File: config.mk
export PLATFORM = sky130hd
export DESIGN_NAME = dds_phase_acc
export DESIGN_NICKNAME = d
export VERILOG_FILES = /design/src/rtl/dds_phase_acc.sv
export SDC_FILE = /design/constraint.sdc
export NUM_CORES = 1
export LEC_CHECK = 0
export BUFFER_PORTS_ARGS = -buffer_cell sky130_fd_sc_hd__buf_4
export CAP_MARGIN = 20
export CELL_PAD_IN_SITES_DETAIL_PLACEMENT = 0
export CELL_PAD_IN_SITES_GLOBAL_PLACEMENT = 1
export CORE_UTILIZATION = 43
export DETAILED_ROUTE_END_ITERATION = 6
export PLACE_DENSITY_LB_ADDON = 0.1
export SLEW_MARGIN = 15
export SYNTH_ARGS = -nofsm -noshare
export SYNTH_HDL_FRONTEND = slang
export SYNTH_SLANG_ARGS = --single-unit
File: constraint.sdc
create_clock -name clk -period 2.57 [get_ports clk]
set_input_delay 0.257 -clock clk [delete_from_list [all_inputs] [get_ports clk]]
set_output_delay 0.257 -clock clk [all_outputs]
set_load 0.02 [all_outputs]
File: src/rtl/dds_phase_acc.sv
// DDS phase accumulator driving a 4-waveform ROM address {wave, index}.
// Retunes issued while running are held in a shadow set until the next phase wrap.
module dds_phase_acc #(
    parameter int ACC_W  = 32,
    parameter int LUT_AW = 10
) (
    input  logic                clk,
    input  logic                rst_n,
    input  logic                en,
    input  logic                cfg_valid,
    output logic                cfg_ready,
    input  logic [ACC_W-1:0]    cfg_fword,
    input  logic [LUT_AW-1:0]   cfg_poff,
    input  logic [1:0]          cfg_wave,
    output logic [LUT_AW+1:0]   rom_ad,
    output logic                rom_ce,
    output logic                rom_oce,
    output logic                rom_reset,
    output logic                sample_valid,
    output logic                wrap,
    output logic [1:0]          dbg_state
);

    typedef enum logic [1:0] {
        S_IDLE = 2'd0,
        S_RUN  = 2'd1,
        S_PEND = 2'd2
    } state_t;

    // Handshake: a config transfers on a rising clk edge where cfg_valid && cfg_ready;
    // cfg_ready is low exactly while a shadow config is waiting to be applied.

    state_t              state_q, state_d;
    logic [ACC_W-1:0]    acc_q, acc_d;
    logic [ACC_W-1:0]    fword_a_q, fword_a_d, fword_s_q, fword_s_d;
    logic [LUT_AW-1:0]   poff_a_q, poff_a_d, poff_s_q, poff_s_d;
    logic [1:0]          wave_a_q, wave_a_d, wave_s_q, wave_s_d;
    logic                pending_q, pending_d;
    logic [LUT_AW+1:0]   rom_ad_q, rom_ad_d;
    logic                wrap_q, wrap_d;
    logic                issue_q, sample_valid_q;
    logic                rom_reset_q;

    logic [ACC_W:0]      sum;
    logic                carry;
    logic                accept;
    logic [LUT_AW-1:0]   index;

    assign sum    = {1'b0, acc_q} + {1'b0, fword_a_q};
    assign carry  = en & sum[ACC_W];
    assign accept = cfg_valid & ~pending_q;
    assign index  = acc_q[ACC_W-1 -: LUT_AW] + poff_a_q;

    always_comb begin
        acc_d     = acc_q;
        rom_ad_d  = rom_ad_q;
        fword_a_d = fword_a_q;
        poff_a_d  = poff_a_q;
        wave_a_d  = wave_a_q;
        fword_s_d = fword_s_q;
        poff_s_d  = poff_s_q;
        wave_s_d  = wave_s_q;
        pending_d = pending_q;
        wrap_d    = carry;

        if (en) begin
            acc_d    = sum[ACC_W-1:0];
            rom_ad_d = {wave_a_q, index};
        end

        // Shadow commits on a wrap, immediately if fword is 0 (no wrap can come), or when stopping.
        if (pending_q && (!en || carry || (fword_a_q == '0))) begin
            fword_a_d = fword_s_q;
            poff_a_d  = poff_s_q;
            wave_a_d  = wave_s_q;
            pending_d = 1'b0;
        end

        if (accept) begin
            if (en) begin
                fword_s_d = cfg_fword;
                poff_s_d  = cfg_poff;
                wave_s_d  = cfg_wave;
                pending_d = 1'b1;
            end else begin
                fword_a_d = cfg_fword;
                poff_a_d  = cfg_poff;
                wave_a_d  = cfg_wave;
            end
        end
    end

    always_ff @(posedge clk or negedge rst_n) begin
        if (!rst_n) begin
            state_q <= S_IDLE;
        end else begin
            state_q <= state_d;
        end
    end

    always_comb begin
        state_d = state_q;
        case (state_q)
            S_IDLE:  state_d = en ? (pending_d ? S_PEND : S_RUN) : S_IDLE;
            S_RUN:   state_d = en ? (pending_d ? S_PEND : S_RUN) : S_IDLE;
            S_PEND:  state_d = en ? (pending_d ? S_PEND : S_RUN) : S_IDLE;
            default: state_d = S_IDLE;
        endcase
    end

    always_comb begin
        cfg_ready = ~pending_q;
        rom_ce    = (state_q != S_IDLE);
        rom_oce   = 1'b1;
        dbg_state = state_q;
    end

    always_ff @(posedge clk or negedge rst_n) begin
        if (!rst_n) begin
            acc_q          <= '0;
            fword_a_q      <= '0;
            poff_a_q       <= '0;
            wave_a_q       <= '0;
            fword_s_q      <= '0;
            poff_s_q       <= '0;
            wave_s_q       <= '0;
            pending_q      <= 1'b0;
            rom_ad_q       <= '0;
            wrap_q         <= 1'b0;
            issue_q        <= 1'b0;
            sample_valid_q <= 1'b0;
        end else begin
            acc_q          <= acc_d;
            fword_a_q      <= fword_a_d;
            poff_a_q       <= poff_a_d;
            wave_a_q       <= wave_a_d;
            fword_s_q      <= fword_s_d;
            poff_s_q       <= poff_s_d;
            wave_s_q       <= wave_s_d;
            pending_q      <= pending_d;
            rom_ad_q       <= rom_ad_d;
            wrap_q         <= wrap_d;
            issue_q        <= en;
            sample_valid_q <= issue_q;
        end
    end

    // Held high through reset and for the first cycle after release.
    always_ff @(posedge clk or negedge rst_n) begin
        if (!rst_n) begin
            rom_reset_q <= 1'b1;
        end else begin
            rom_reset_q <= 1'b0;
        end
    end

    assign rom_ad       = rom_ad_q;
    assign wrap         = wrap_q;
    assign sample_valid = sample_valid_q;
    assign rom_reset    = rom_reset_q;

endmodule

==> metrics <==
PortBufs=66; Detail Placement HPWL=around 14 mm; Initial Util=44.6%; largest net degree at the start of global routing=67; Worst slew margin=between 60% and 70%; min cycle time layout=approximately 2.5 ns; Critical Path End Type=flip-flop; post-synthesis sequential area ratio=~45%; Clk pwr share=around 17%; Syn Inst Count=~770; global route hottest layer=met2; number of global-route vias before repair=approximately 6500; clk slew on worst S/H paths=~0.07 ns; Final Instance Area=just under 10000 µm²; DRC viols=0; final setup vio count=0; Worst EP required=between 2 and 3 ns; r2r endpoint=fword_a_q[18]; asr flop ratio synth=between 90% and 100%; count of cell types in the netlist=between 50 and 60; flop2flop setup slack=0.05 ns; fin util=roughly 56%; Pins Over Slew Limit=0; initial antenna violation count=0; PnR Total Power=15.3 mW; global-route met2 utilization=approximately two fifths; Synth Area per Inst=about 10 µm²; layout cells sized above 1=a little under a third; FMAX=397 MHz; nets=slightly below 1000; pwr/cell area=1560 nW/µm²; internal power=just over 9 mW; met3 Use GR=under 10%; Setup TNS=0 ns; routing usage on met1=roughly 28%; Sw Ratio=approximately 40%; maximum vdd drop=around 720 µV; Reg2Reg Depth=10; Wirelength per Cell=between 15 and 20 µm; die area=about 19000 µm²; Synthesized Nets=859; CP arrival=between 2 and 3 ns; LEAKAGE=roughly 4.6 nW; CTS sink cnt=between 100 and 150; Synth Register Bits=approximately 140; Die Width=between 100 and 150 µm; Worst R2R Start=acc_q[27]; Placed Area=approximately 9100 µm²; Worst Tran Pin Value=roughly 0.50 ns; Area growth syn-to-layout=26.5%; CP Launch Type=flip-flop; CTS tree=built; Final ANT Viol Nets=0; Final Wtd Congestion=just over 0.9; Hold Slack=roughly 0.036 ns; outcome=finished, final reports clean; routed vias=6239; Hold Violations, Final=0; H-tree depth=4; later-pin clock latency in the skew report=0.43 ns; Post-synth EDFFs=0; root buf cell=clkbuf_16; combinational share of power=58.1%; WL final=~20 mm; Final Cycle Share=98.1%; diode count=0; hold depth=3; Hold EP=poff_a_q[2]; drt initial violations=just under 400; worst min path class=in -> reg; kind of critical path=reg -> reg; TritonCTS buffer count=17; Total GRT Usage=between 20% and 30%; RSZ-0062 raised after global routing=yes; Mapped Area=7790 µm²; Warnings, synthesis=0; core area=17500 µm²; Initial DRT Pass Iterations=5; worst hold start=cfg_poff[2]; I/O pin total=68; maximum capacitance violations=0; Clock Tree Buf Depth=2; Overflow after GRT=0; top_reg_cell synth=dfrtp_1; Seq pwr share=25.3%; average vias per placed instance=5.48; FP Rows=48; sw power=6.27 mW; CP max FO=11; Die Y=137 µm; first-pass GRT wire length=around 33 mm; post-route clock skew=0.0139 ns
## state kept, by name (all words and copies together), names as in the netlist, 2 cells and up
name       flops
fword_s_q     32
fword_a_q     32
dbg_state      2
poff_a_q      10
wave_a_q       2
poff_s_q      10
acc_q         32
wave_s_q       2
rom_ad        12
## final cells by class
cell class	instances	area (µm²)
timing repair buffer	152	1220
clock buffer	19	453
clock inverter	13	155
sequential	139	3480
tap	225	282
multi-input combinational	571	4190
inverter	20	75.1
fill	1545	7620
## per-stage QoR
| stage | cells | worst slack [ns] |
|---|---|---|
| after floorplan | 768 | 0.0430 |
| after global placement | 1101 | -0.0479 |
| after detailed placement | 1101 | -0.156 |
| after CTS | 1138 | 0.00425 |
| after global routing | 1139 | -0.108 |
| final | 1139 | 0.0495 |
## what timing repair did
| action | 4_1_cts | 5_1_grt |
|---|---|---|
| hold buffers | 1 | 0 |
| gates resized for setup | 18 | 19 |
| endpoints found under the setup margin | 53 | 59 |
| gates cloned | 1 | 0 |
| buffers inserted | 3 | 3 |
| hold endpoints to repair | 45 | 0 |
| pin swaps | 4 | 9 |
## cell usage after synthesis, types with 2 or more instances
| master | instances | area (µm²) |
|---|---|---|
| o31a_1 | 2 | 17.5 |
| o2bb2ai_1 | 2 | 17.5 |
| o21bai_1 | 3 | 22.5 |
| nand3_1 | 11 | 55.1 |
| a211oi_1 | 6 | 45.0 |
| a21o_1 | 9 | 67.6 |
| clkbuf_1 | 28 | 105 |
| nand2_1 | 93 | 349 |
| xor2_1 | 11 | 96.3 |
| fa_1 | 2 | 40.0 |
| nor3b_1 | 2 | 15.0 |
| mux2_2 | 67 | 754 |
| buf_4 | 2 | 15.0 |
| buf_6 | 4 | 45.0 |
| and2_1 | 3 | 18.8 |
| o21ai_1 | 46 | 230 |
| o31ai_1 | 6 | 45.0 |
| buf_1 | 3 | 11.3 |
| a21oi_1 | 50 | 250 |
| nor4_1 | 11 | 68.8 |
| nor2_1 | 35 | 131 |
| inv_1 | 20 | 75.1 |
| mux2i_1 | 46 | 460 |
| or3_1 | 3 | 18.8 |
| ha_1 | 41 | 513 |
| o211ai_2 | 2 | 25.0 |
| nor3_1 | 5 | 25.0 |
| conb_1 | 2 | 7.51 |
| dfrtp_1 | 138 | 3450 |
| o21a_1 | 8 | 60.1 |
| o311ai_0 | 2 | 17.5 |
| nand4_1 | 10 | 62.6 |
| o211ai_1 | 4 | 30.0 |
| xnor2_1 | 15 | 131 |
| o221ai_1 | 2 | 17.5 |
| a211o_1 | 3 | 26.3 |
| o21ai_0 | 36 | 180 |
| a31oi_1 | 6 | 37.5 |
| nor2b_1 | 8 | 50.1 |
| o211a_1 | 2 | 20.0 |
## worst max path at each step
stage,from,endpoint,depth (start not counted)
3_5_place_dp,acc_q[0],wave_a_q[0],11
2_1_floorplan,fword_a_q[0],fword_a_q[0],11
6_report,acc_q[27],fword_a_q[18],10
3_3_place_gp,acc_q[0],wave_a_q[0],11
4_1_cts,acc_q[27],fword_a_q[19],10
5_1_grt,acc_q[0],fword_a_q[22],12
## placed cells by master (no fill, tap or decap), types with 11 or more instances in the layout
cell type	instances
nor2_1	34
buf_4	142
xnor2_1	15
nand2_1	93
ha_1	38
xor2_1	11
o21ai_1	48
dfrtp_1	138
o21ai_0	32
clkbuf_16	17
inv_1	20
mux2_2	67
a21oi_1	48
mux2i_1	46
## worst max-delay path, cell delays in order (launching register included)
cell and delay (ns):
dfrtp_1 0.40, ha_1 0.34, a21oi_1 0.26, o21ai_1 0.19
a21o_1 0.23, nor2_2 0.20, a2bb2oi_4 0.20, buf_6 0.14
buf_12 0.15, mux2i_1 0.20, o21ai_1 0.08
## metal layers
layer  vias up  share of wire [%]
met2       111                 50
met5         -                  0
li1       3034                  -
met4         0                3.1
met3        33                2.9
met1      3061                 44
## kinds of logic (layout without fill, tap and decap cells)
family                     Yosys count  after routing  synth area share [%]
AOI/OAI and AO/OA                  200            200                  15.6
muxes                              113            113                  15.6
adders and majority gates           43             43                  7.10
and+or+nand+nor                    187            187                  10.7
buffers and inverters               58            204                  3.29
other                                2              2                0.0964
xor gates and xnor gates            26             26                  2.92
DFF                                139            139                  44.7
## power by group through the flow
stage          Sequential (mW)  Clock (mW)  Combinational, mW
5_1_grt                   4.01        2.69               9.86
4_1_cts                   3.88        2.59               8.74
3_5_place_dp              3.91           0               8.49
6_report                  3.88        2.54               8.91
2_1_floorplan             3.80           0               5.52
3_3_place_gp              3.88           0               8.32
Power figures use the tool's default switching activity.
